==> src/rtl/mod_12_counter.sv <==
// Free-running modulo-MODULUS up-counter with a registered terminal-count flag.
// Out-of-range states collapse to zero on the next edge.
module mod_12_counter #(
    parameter int MODULUS = 12,
    parameter int WIDTH   = 4
) (
    input  logic             clk,
    input  logic             reset,
    output logic [WIDTH-1:0] count,
    output logic             tc
);

    localparam logic [WIDTH-1:0] LAST_VAL = WIDTH'(MODULUS - 1);
    localparam logic [WIDTH-1:0] ONE_VAL  = WIDTH'(1);

    logic [WIDTH-1:0] count_r;
    logic             tc_r;
    logic [WIDTH-1:0] count_nxt_s;
    logic             tc_nxt_s;

    // Next-state: wrap on the last legal value, and treat anything above it as an upset.
    always_comb begin
        count_nxt_s = '0;
        tc_nxt_s    = 1'b0;
        if (count_r >= LAST_VAL) begin
            count_nxt_s = '0;
        end else begin
            count_nxt_s = count_r + ONE_VAL;
        end
        tc_nxt_s = (count_nxt_s == LAST_VAL);
    end

    // State register; tc is computed from the next count so it lines up with count.
    always_ff @(posedge clk or negedge reset) begin
        if (!reset) begin
            count_r <= '0;
            tc_r    <= 1'b0;
        end else begin
            count_r <= count_nxt_s;
            tc_r    <= tc_nxt_s;
        end
    end

    assign count = count_r;
    assign tc    = tc_r;

endmodule

==> config.mk <==
export PLATFORM = sky130hd
export DESIGN_NAME = mod_12_counter
export DESIGN_NICKNAME = d
export VERILOG_FILES = /design/src/rtl/mod_12_counter.sv
export SDC_FILE = /design/constraint.sdc
export NUM_CORES = 1
export LEC_CHECK = 0
export CAP_MARGIN = 20
export CORE_AREA = 4 4 41 43
export DETAILED_ROUTE_END_ITERATION = 16
export DIE_AREA = 0 0 45 47
export HOLD_SLACK_MARGIN = 0.15
export PLACE_DENSITY = 0.38
export SYNTH_ARGS = -nofsm -noshare
export SYNTH_HDL_FRONTEND = slang
export SYNTH_SLANG_ARGS = --single-unit
==> constraint.sdc <==
create_clock -name clk -period 1.75 [get_ports clk]
set_input_delay 0.175 -clock clk [delete_from_list [all_inputs] [get_ports clk]]
set_output_delay 0.175 -clock clk [all_outputs]
set_load 0.01 [all_outputs]
==> impl_results.md, run 1 <==
- Crit-path slowest cell: clkdlybuf4s50_1
- Final Cycle Share: 82.0%
- Root Buffer: clkbuf_4
- Pins over their slew limit: 0
- Crit path cell chain: clkdlybuf4s50_1
- Pwr Density: 798 nW/um2
- RSZ-0062 raised after global routing: no
- Synthesis-stage register bit count: 5
- Startpoint Class: flop
- Top cell type's share of synthesized area: 59.9%
- Crit path max fanout: 7
- Hold_ws: 0.156 ns
- Sink Count: 5
- Placeable Area: 1300 um2
- Sequential cell area: 125 um2
- Seq/Total Area, Yosys: 59.9%
- Number of diodes: 0
- PostCTS Resize Cnt: 0
- DRT Pass-1 Iters: 2
- Largest net degree at the start of global routing: 8
- Clock Path Buffers: 2
- GRT Resource Usage Total: 5.71%
- GRT busiest layer: met4
- Max-cap viol count: 0
- GP Congestion: 0.712
- Dominant register cell in the synthesized netlist: dfrtp_1
- Fill count: 148
- Crit end category: output pin
- CTS tree: built
- Synth Instances: 16
- Total CTS buffers: 3
- Post-detail-place hpwl: 306 um
- Syn-to-layout area delta: 50.3%
- Total Nets Final: 30
- Synth Net Count: 19
- Met3 usage: 6.13%
- Global-route wire length before repair: 703 um
- Vias/cell: 3.66
- Least-Margin Pin Slew: 0.228 ns
- CP max stage delay: 0.58 ns
- Die area: 2120 um2
- Buf+Inv Stages, Crit Path: 1
- Mean Syn Cell Area: 13.1 um2
- EDFF count, synth: 0
- # rows: 13
- Top-level I/O count: 7
- Port bufs: 6
- Setup TNS: 0 ns
- Initial Util: 16.1%
- Top cells by area, synth: dfrtp_1, ha_1, a21boi_2
- Die width: 45 um
- Met1 usage: 5.07%
- Data required, critical path: 1.57 ns
- Final Hold Viols: 0
- Initial antenna violation count: 0
- Number of remaining DRC errors: 0
- Layout cells sized above 1: 23.1%
- Cell with the most instances after synthesis: dfrtp_1
- CP Class: reg2out
- Worst Path Arrival: 1.26 ns
- Post-CTS setup buffer count: 0
- Multi-input logic area: 83.8 um2
- Chip height: 47 um
- # setup viols final: 0
- Vias in the first global route: 161
- Skew final: 0.00399 ns
- Delay-heaviest family, CP: buffers and inverters
- Final core occ: 24.1%
- Reg clk slew, reported paths: 0.04 ns
- GRT met2 Usage: 6.21%
- Tot Pwr: 251 uW
- Peak supply drop: 283 uV
- Mean routed wirelength per cell: 9.34 um
- Max transition margin: 84.7%
- Max Clk Rate: 697 MHz
- Worst min path class: in2async
- Remaining Overflow, GRT: 0
- Cell variety after synth: 12
- Post-DRT Antenna Nets: 0
- Synth area leader: dfrtp_1
- Async SR Flop Fraction: 100%
- H-tree Lvls: 1
- DRT iter0 DRCs: 1
- Warnings, synthesis: 0
- Total number of vias: 150
- Worst skew pair latency: 0.24 ns
- Mapped cell area: 209 um2
- Outcome: completed
- Number of hold buffers added after CTS: 0
- WL final: 383 um
- Tmin final: 1.44 ns
- Cell leakage power: 0.129 nW
area by class of cell:
cell class,instances,share of cell area (%)
flip-flops and latches,5,39.8
clock buffers,4,8.37
repair buffers,6,19.1
well taps,15,5.98
multi-input cells,11,26.7
flip-flops by register name, indices dropped and copies added (netlist names):
register and count:
tc 1, count 4
routing by layer:
metal	up-vias	part of all wire, %
met5	-	0
met4	0	0
met3	0	14
met2	6	39
met1	68	47
li1	76	-
worst paths after layout:
kind	start	end	slack, ns	cells after the start
setup / recovery	count[3]	count[3]	0.31	1
hold / removal	reset	count[0]	0.16	1
setup reg to reg	count[0]	tc	0.60	3
hold reg to reg	count[0]	count[0]	0.52	1
max in group asynchronous	reset	count[1]	1.40	1
min in group clk	count[0]	count[0]	0.52	1
cell families (layout without fill, tap and decap cells):
group | count (synthesis) | in the layout | synth area share [%]
compound gates | 3 | 3 | 10.2
xor+xnor | 1 | 1 | 4.19
fa+ha+maj | 1 | 1 | 5.99
buf+inv | 0 | 10 | 0
flops | 5 | 5 | 59.9
simple gates | 6 | 6 | 19.8
power by group:
group          total, mW  internal [mW]  switching, mW
clock network      0.130         0.0860         0.0443
registers          0.116          0.116              0
logic            0.00410        0.00199        0.00211
total              0.251          0.204         0.0464
through the flow:
| stage | cells | area [um2] | setup slack, ns |
|---|---|---|---|
| after floorplan | 16 | 209 | 0.615 |
| after CTS | 41 | 314 | 0.305 |
| final | 41 | 314 | 0.315 |
| after detailed placement | 37 | 288 | 0.581 |
| after global placement | 37 | 288 | 0.582 |
| after global routing | 41 | 314 | 0.227 |
placed cells by master (no fill, tap or decap), drive strengths merged:
master,instances
clkdlybuf4s50,6
nand4b,1
a21oi,1
nand2,1
clkbuf,4
or2,1
nor2,1
nand2b,1
o21ai,1
dfrtp,5
xnor2,1
ha,1
a21boi,1
nor3,1
Note: power is estimated with default switching activity, not from simulation.
==> inputs of run 2 (changes only) <==
==> constraint.sdc (replaced) <==
create_clock -name clk -period 1.4 [get_ports clk]
set_input_delay 0.14 -clock clk [delete_from_list [all_inputs] [get_ports clk]]
set_output_delay 0.14 -clock clk [all_outputs]
set_load 0.01 [all_outputs]
==> impl_results.md, run 2 (synthesized netlist as in run 1, its figures left out) <==
- Commonest cells after routing, fill and taps aside: dfrtp_1, clkdlybuf4s50_1, clkbuf_4
- Worst min path class: reg2reg
- Buf+Inv Stages, Crit Path: 1
- Least-Margin Pin Slew: 0.230 ns
- Reg2reg end: tc
- Worst Hold End: count[2]
- Tmin final: 1.31 ns
- Root Buffer: clkbuf_4
- Die width: 45 um
- Total Nets Final: 33
- Skew final: 0.00217 ns
- Top-level I/O count: 7
- Setup TNS: 0 ns
- RSZ-0062 raised after global routing: no
- Pwr Density: 919 nW/um2
- GRT Resource Usage Total: 5.48%
- Startpoint Class: flop
- Reg clk slew, reported paths: 0.04 ns
- Worst skew pair latency: 0.24 ns
- Chip height: 47 um
- Non-filler cells, final: 44
- Max reg flops: 4
- Number of diodes: 0
- Max transition margin: 84.6%
- Max Clk Rate: 765 MHz
- Global-route wire length before repair: 696 um
- Fill count: 142
- Layout cells sized above 1: 31.0%
- GP Congestion: 0.715
- Hold_ws: 0.513 ns
- Max-cap viol count: 0
- Post-DRT Antenna Nets: 0
- Placed cells: 37
- Comb pwr share: 2.3%
- Vias in the first global route: 162
- Worst Path Arrival: 1.17 ns
- Largest net degree at the start of global routing: 8
- Final core occ: 26.5%
- Sequential Power Share: 45.7%
- Min-delay src: count[3]
- Final Cycle Share: 93.4%
- R2r setup slk: 0.24 ns
- Sw power: 60.3 uW
- Internal Power: 257 uW
- Initial Util: 16.1%
- Crit-path slowest cell: clkdlybuf4s50_1
- Crit path cell chain: clkdlybuf4s50_1
- Hold Path Depth: 1
- Data required, critical path: 1.26 ns
- Total CTS buffers: 3
- Sink Count: 5
- Switching share of total power: 19.0%
- Final Hold Viols: 0
- Number of remaining DRC errors: 0
- CTS tree: built
- Worst r2r path cells: 3
- CP Class: reg2out
- DRT Pass-1 Iters: 3
- H-tree Lvls: 1
- Crit path max fanout: 3
- DRT iter0 DRCs: 2
- Peak supply drop: 343 uV
- Remaining Overflow, GRT: 0
- Die area: 2120 um2
- # setup viols final: 0
- Clk pwr share: 52.0%
- CP max stage delay: 0.55 ns
- Placeable Area: 1300 um2
- Initial antenna violation count: 0
- Port bufs: 6
- Mean routed wirelength per cell: 9.80 um
- Crit end category: output pin
- Pins over their slew limit: 0
- Total number of vias: 175
- Vias/cell: 3.98
- Outcome: completed
- Clock Path Buffers: 2
- Cell leakage power: 0.161 nW
- # rows: 13
- Syn-to-layout area delta: 65.3%
- Reg2reg start: count[0]
- WL final: 431 um
- Delay-heaviest family, CP: buffers and inverters
==> run 2: cell types whose count changed in the layout (fill, tap and decap cells not counted) <==
cell | previous run | this run
buf_4 | 0 | 2
clkdlybuf4s50_1 | 6 | 4
dlymetal6s2s_1 | 0 | 2
dfrtp_1 | 5 | 4
dfrtp_2 | 0 | 1
dlygate4sd3_1 | 0 | 1
==> run 2: worst max-delay path by stage <==
stage                  start       end  slack [ns]  depth (start not counted)
floorplan           count[0]        tc        0.27                          3
global placement    count[3]  count[3]        0.24                          1
detailed placement  count[0]        tc        0.24                          3
CTS                 count[0]  count[0]       0.003                          1
global route        count[2]  count[2]        0.05                          1
finish              count[1]  count[1]        0.09                          1
==> run 2: metrics by stage <==
step	total power [mW]	setup WS, ns	cell area (um2)
finish	0.317	0.0923	345
global route	0.339	0.0524	345
CTS	0.326	0.00341	325
detailed placement	0.153	0.235	288
global placement	0.152	0.240	288
floorplan	0.147	0.265	209
==> run 2: per-layer routing <==
metal  global-route usage, %  routed length (um)  up-vias
met5                       0                   0        -
met3                    4.60                  45        2
met2                    6.21                 155        9
met1                    6.02                 213       84
li1                        -                   -       80
met4                    5.26                  17        0
==> run 2: layout make-up <==
class | instances | area [um2] | share of cell area [%]
Sequential cell | 5 | 126 | 36.6
Timing Repair Buffer | 9 | 90.1 | 26.1
Multi-Input combinational cell | 11 | 83.8 | 24.3
Clock buffer | 4 | 26.3 | 7.61
Tap cell | 15 | 18.8 | 5.43
==> run 2: repair_timing <==
action | CTS | global route
resized for setup | 1 | 2
setup endpoints to repair | 1 | 3
hold buffers | 1 | 0
setup buffers | 0 | 2
hold endpoints to repair | 5 | 0
==> run 2: power by group through the flow <==
stage	Clock (mW)	Combinational (mW)	Sequential (mW)
2_1_floorplan	0	0.0000000266	0.147
4_1_cts	0.173	0.00766	0.145
3_5_place_dp	0	0.00542	0.147
3_3_place_gp	0	0.00531	0.147
6_report	0.165	0.00731	0.145
5_1_grt	0.186	0.00844	0.145
==> inputs of run 3 (changes only) <==
--- a/config.mk
+++ b/config.mk
@@ -9,8 +9,9 @@
 export CORE_AREA = 4 4 41 43
 export DETAILED_ROUTE_END_ITERATION = 16
 export DIE_AREA = 0 0 45 47
-export HOLD_SLACK_MARGIN = 0.15
+export HOLD_SLACK_MARGIN = 0.06
 export PLACE_DENSITY = 0.38
+export SKIP_CTS_REPAIR_TIMING = 1
 export SYNTH_ARGS = -nofsm -noshare
 export SYNTH_HDL_FRONTEND = slang
 export SYNTH_SLANG_ARGS = --single-unit
==> impl_results.md, run 3 (synthesized netlist as in run 1, its figures left out) <==
- CTS tree: built
- Port bufs: 6
- # setup viols final: 0
- R2r setup slk: 0.24 ns
- Vias/cell: 4.00
- WL final: 426 um
- H-tree Lvls: 1
- Die area: 2120 um2
- Number of diodes: 0
- Crit-path slowest cell: clkdlybuf4s50_1
- Crit path cell chain: clkdlybuf4s50_1
- Layout cells sized above 1: 32.1%
- Initial antenna violation count: 0
- Root Buffer: clkbuf_4
- Peak supply drop: 342 uV
- Worst Path Arrival: 1.17 ns
- Syn-to-layout area delta: 60.5%
- # rows: 13
- GRT Resource Usage Total: 5.48%
- Buf+Inv Stages, Crit Path: 1
- Vias in the first global route: 162
- Max-cap viol count: 0
- Chip height: 47 um
- Hold_ws: 0.118 ns
- Crit end category: output pin
- Final Hold Viols: 0
- Remaining Overflow, GRT: 0
- DRT iter0 DRCs: 2
- Max Clk Rate: 765 MHz
- DRT Pass-1 Iters: 3
- CP Class: reg2out
- Reg2reg end: tc
- Mean routed wirelength per cell: 9.91 um
- Top-level I/O count: 7
- Largest net degree at the start of global routing: 8
- Startpoint Class: flop
- Reg clk slew, reported paths: 0.04 ns
- Initial Util: 16.1%
- Pwr Density: 940 nW/um2
- Die width: 45 um
- Final core occ: 25.8%
- Pins over their slew limit: 0
- Number of remaining DRC errors: 0
- Worst r2r path cells: 3
- GP Congestion: 0.715
- Reg2reg start: count[0]
- Tmin final: 1.31 ns
- Final Cycle Share: 93.4%
- Sink Count: 5
- RSZ-0062 raised after global routing: no
- Skew final: 0.00217 ns
- Least-Margin Pin Slew: 0.224 ns
- Crit path max fanout: 3
- Total number of vias: 172
- CP startpoint: count[1]
- Cell leakage power: 0.157 nW
- CP max stage delay: 0.55 ns
- Clock Path Buffers: 2
- Global-route wire length before repair: 696 um
- Fill count: 143
- Placeable Area: 1300 um2
- Max transition margin: 85.0%
- Outcome: completed
- Worst skew pair latency: 0.24 ns
- Delay-heaviest family, CP: buffers and inverters
- Max reg flops: 4
- Commonest cells after routing, fill and taps aside: dfrtp_1, clkdlybuf4s50_1, clkbuf_4
- Total Nets Final: 32
- Post-DRT Antenna Nets: 0
- Total CTS buffers: 3
- Worst min path class: in2async
- Data required, critical path: 1.26 ns
- Tot Pwr: 315 uW
run 3: worst max-delay path by stage:
stage | endpoint | slack, ns | depth (start not counted)
finish | count[1] | 0.09 | 1
global placement | count[3] | 0.24 | 1
detailed placement | tc | 0.24 | 3
CTS | count[3] | -0.03 | 1
floorplan | tc | 0.27 | 3
global route | count[2] | 0.05 | 1
run 3: metal layers:
layer  vias up  wire, um  GRT usage [%]
met5         -         0              0
met3         2        47           4.60
li1         78         -              -
met2         9       155           6.21
met4         0        17           5.26
met1        83       206           6.02
run 3: cell type report:
cell class | instances | area (um2) | area share [%]
clock buffers | 4 | 26.3 | 7.84
flip-flops and latches | 5 | 126 | 37.7
multi-input cells | 11 | 83.8 | 25.0
repair buffers | 8 | 80.1 | 23.9
well taps | 15 | 18.8 | 5.60
run 3: stage by stage:
stage | std cells | setup slack [ns] | TNS, ns | area [um2]
floorplan | 16 | 0.265 | 0 | 209
CTS | 41 | -0.0276 | -0.0276 | 314
global route | 43 | 0.0524 | 0 | 335
global placement | 37 | 0.240 | 0 | 288
detailed placement | 37 | 0.235 | 0 | 288
finish | 43 | 0.0923 | 0 | 335
run 3: report_power, final:
| group | switching, mW | internal [mW] |
|---|---|---|
| clock network | 0.0573 | 0.108 |
| registers | 0 | 0.145 |
| logic | 0.00258 | 0.00248 |
| total | 0.0599 | 0.255 |
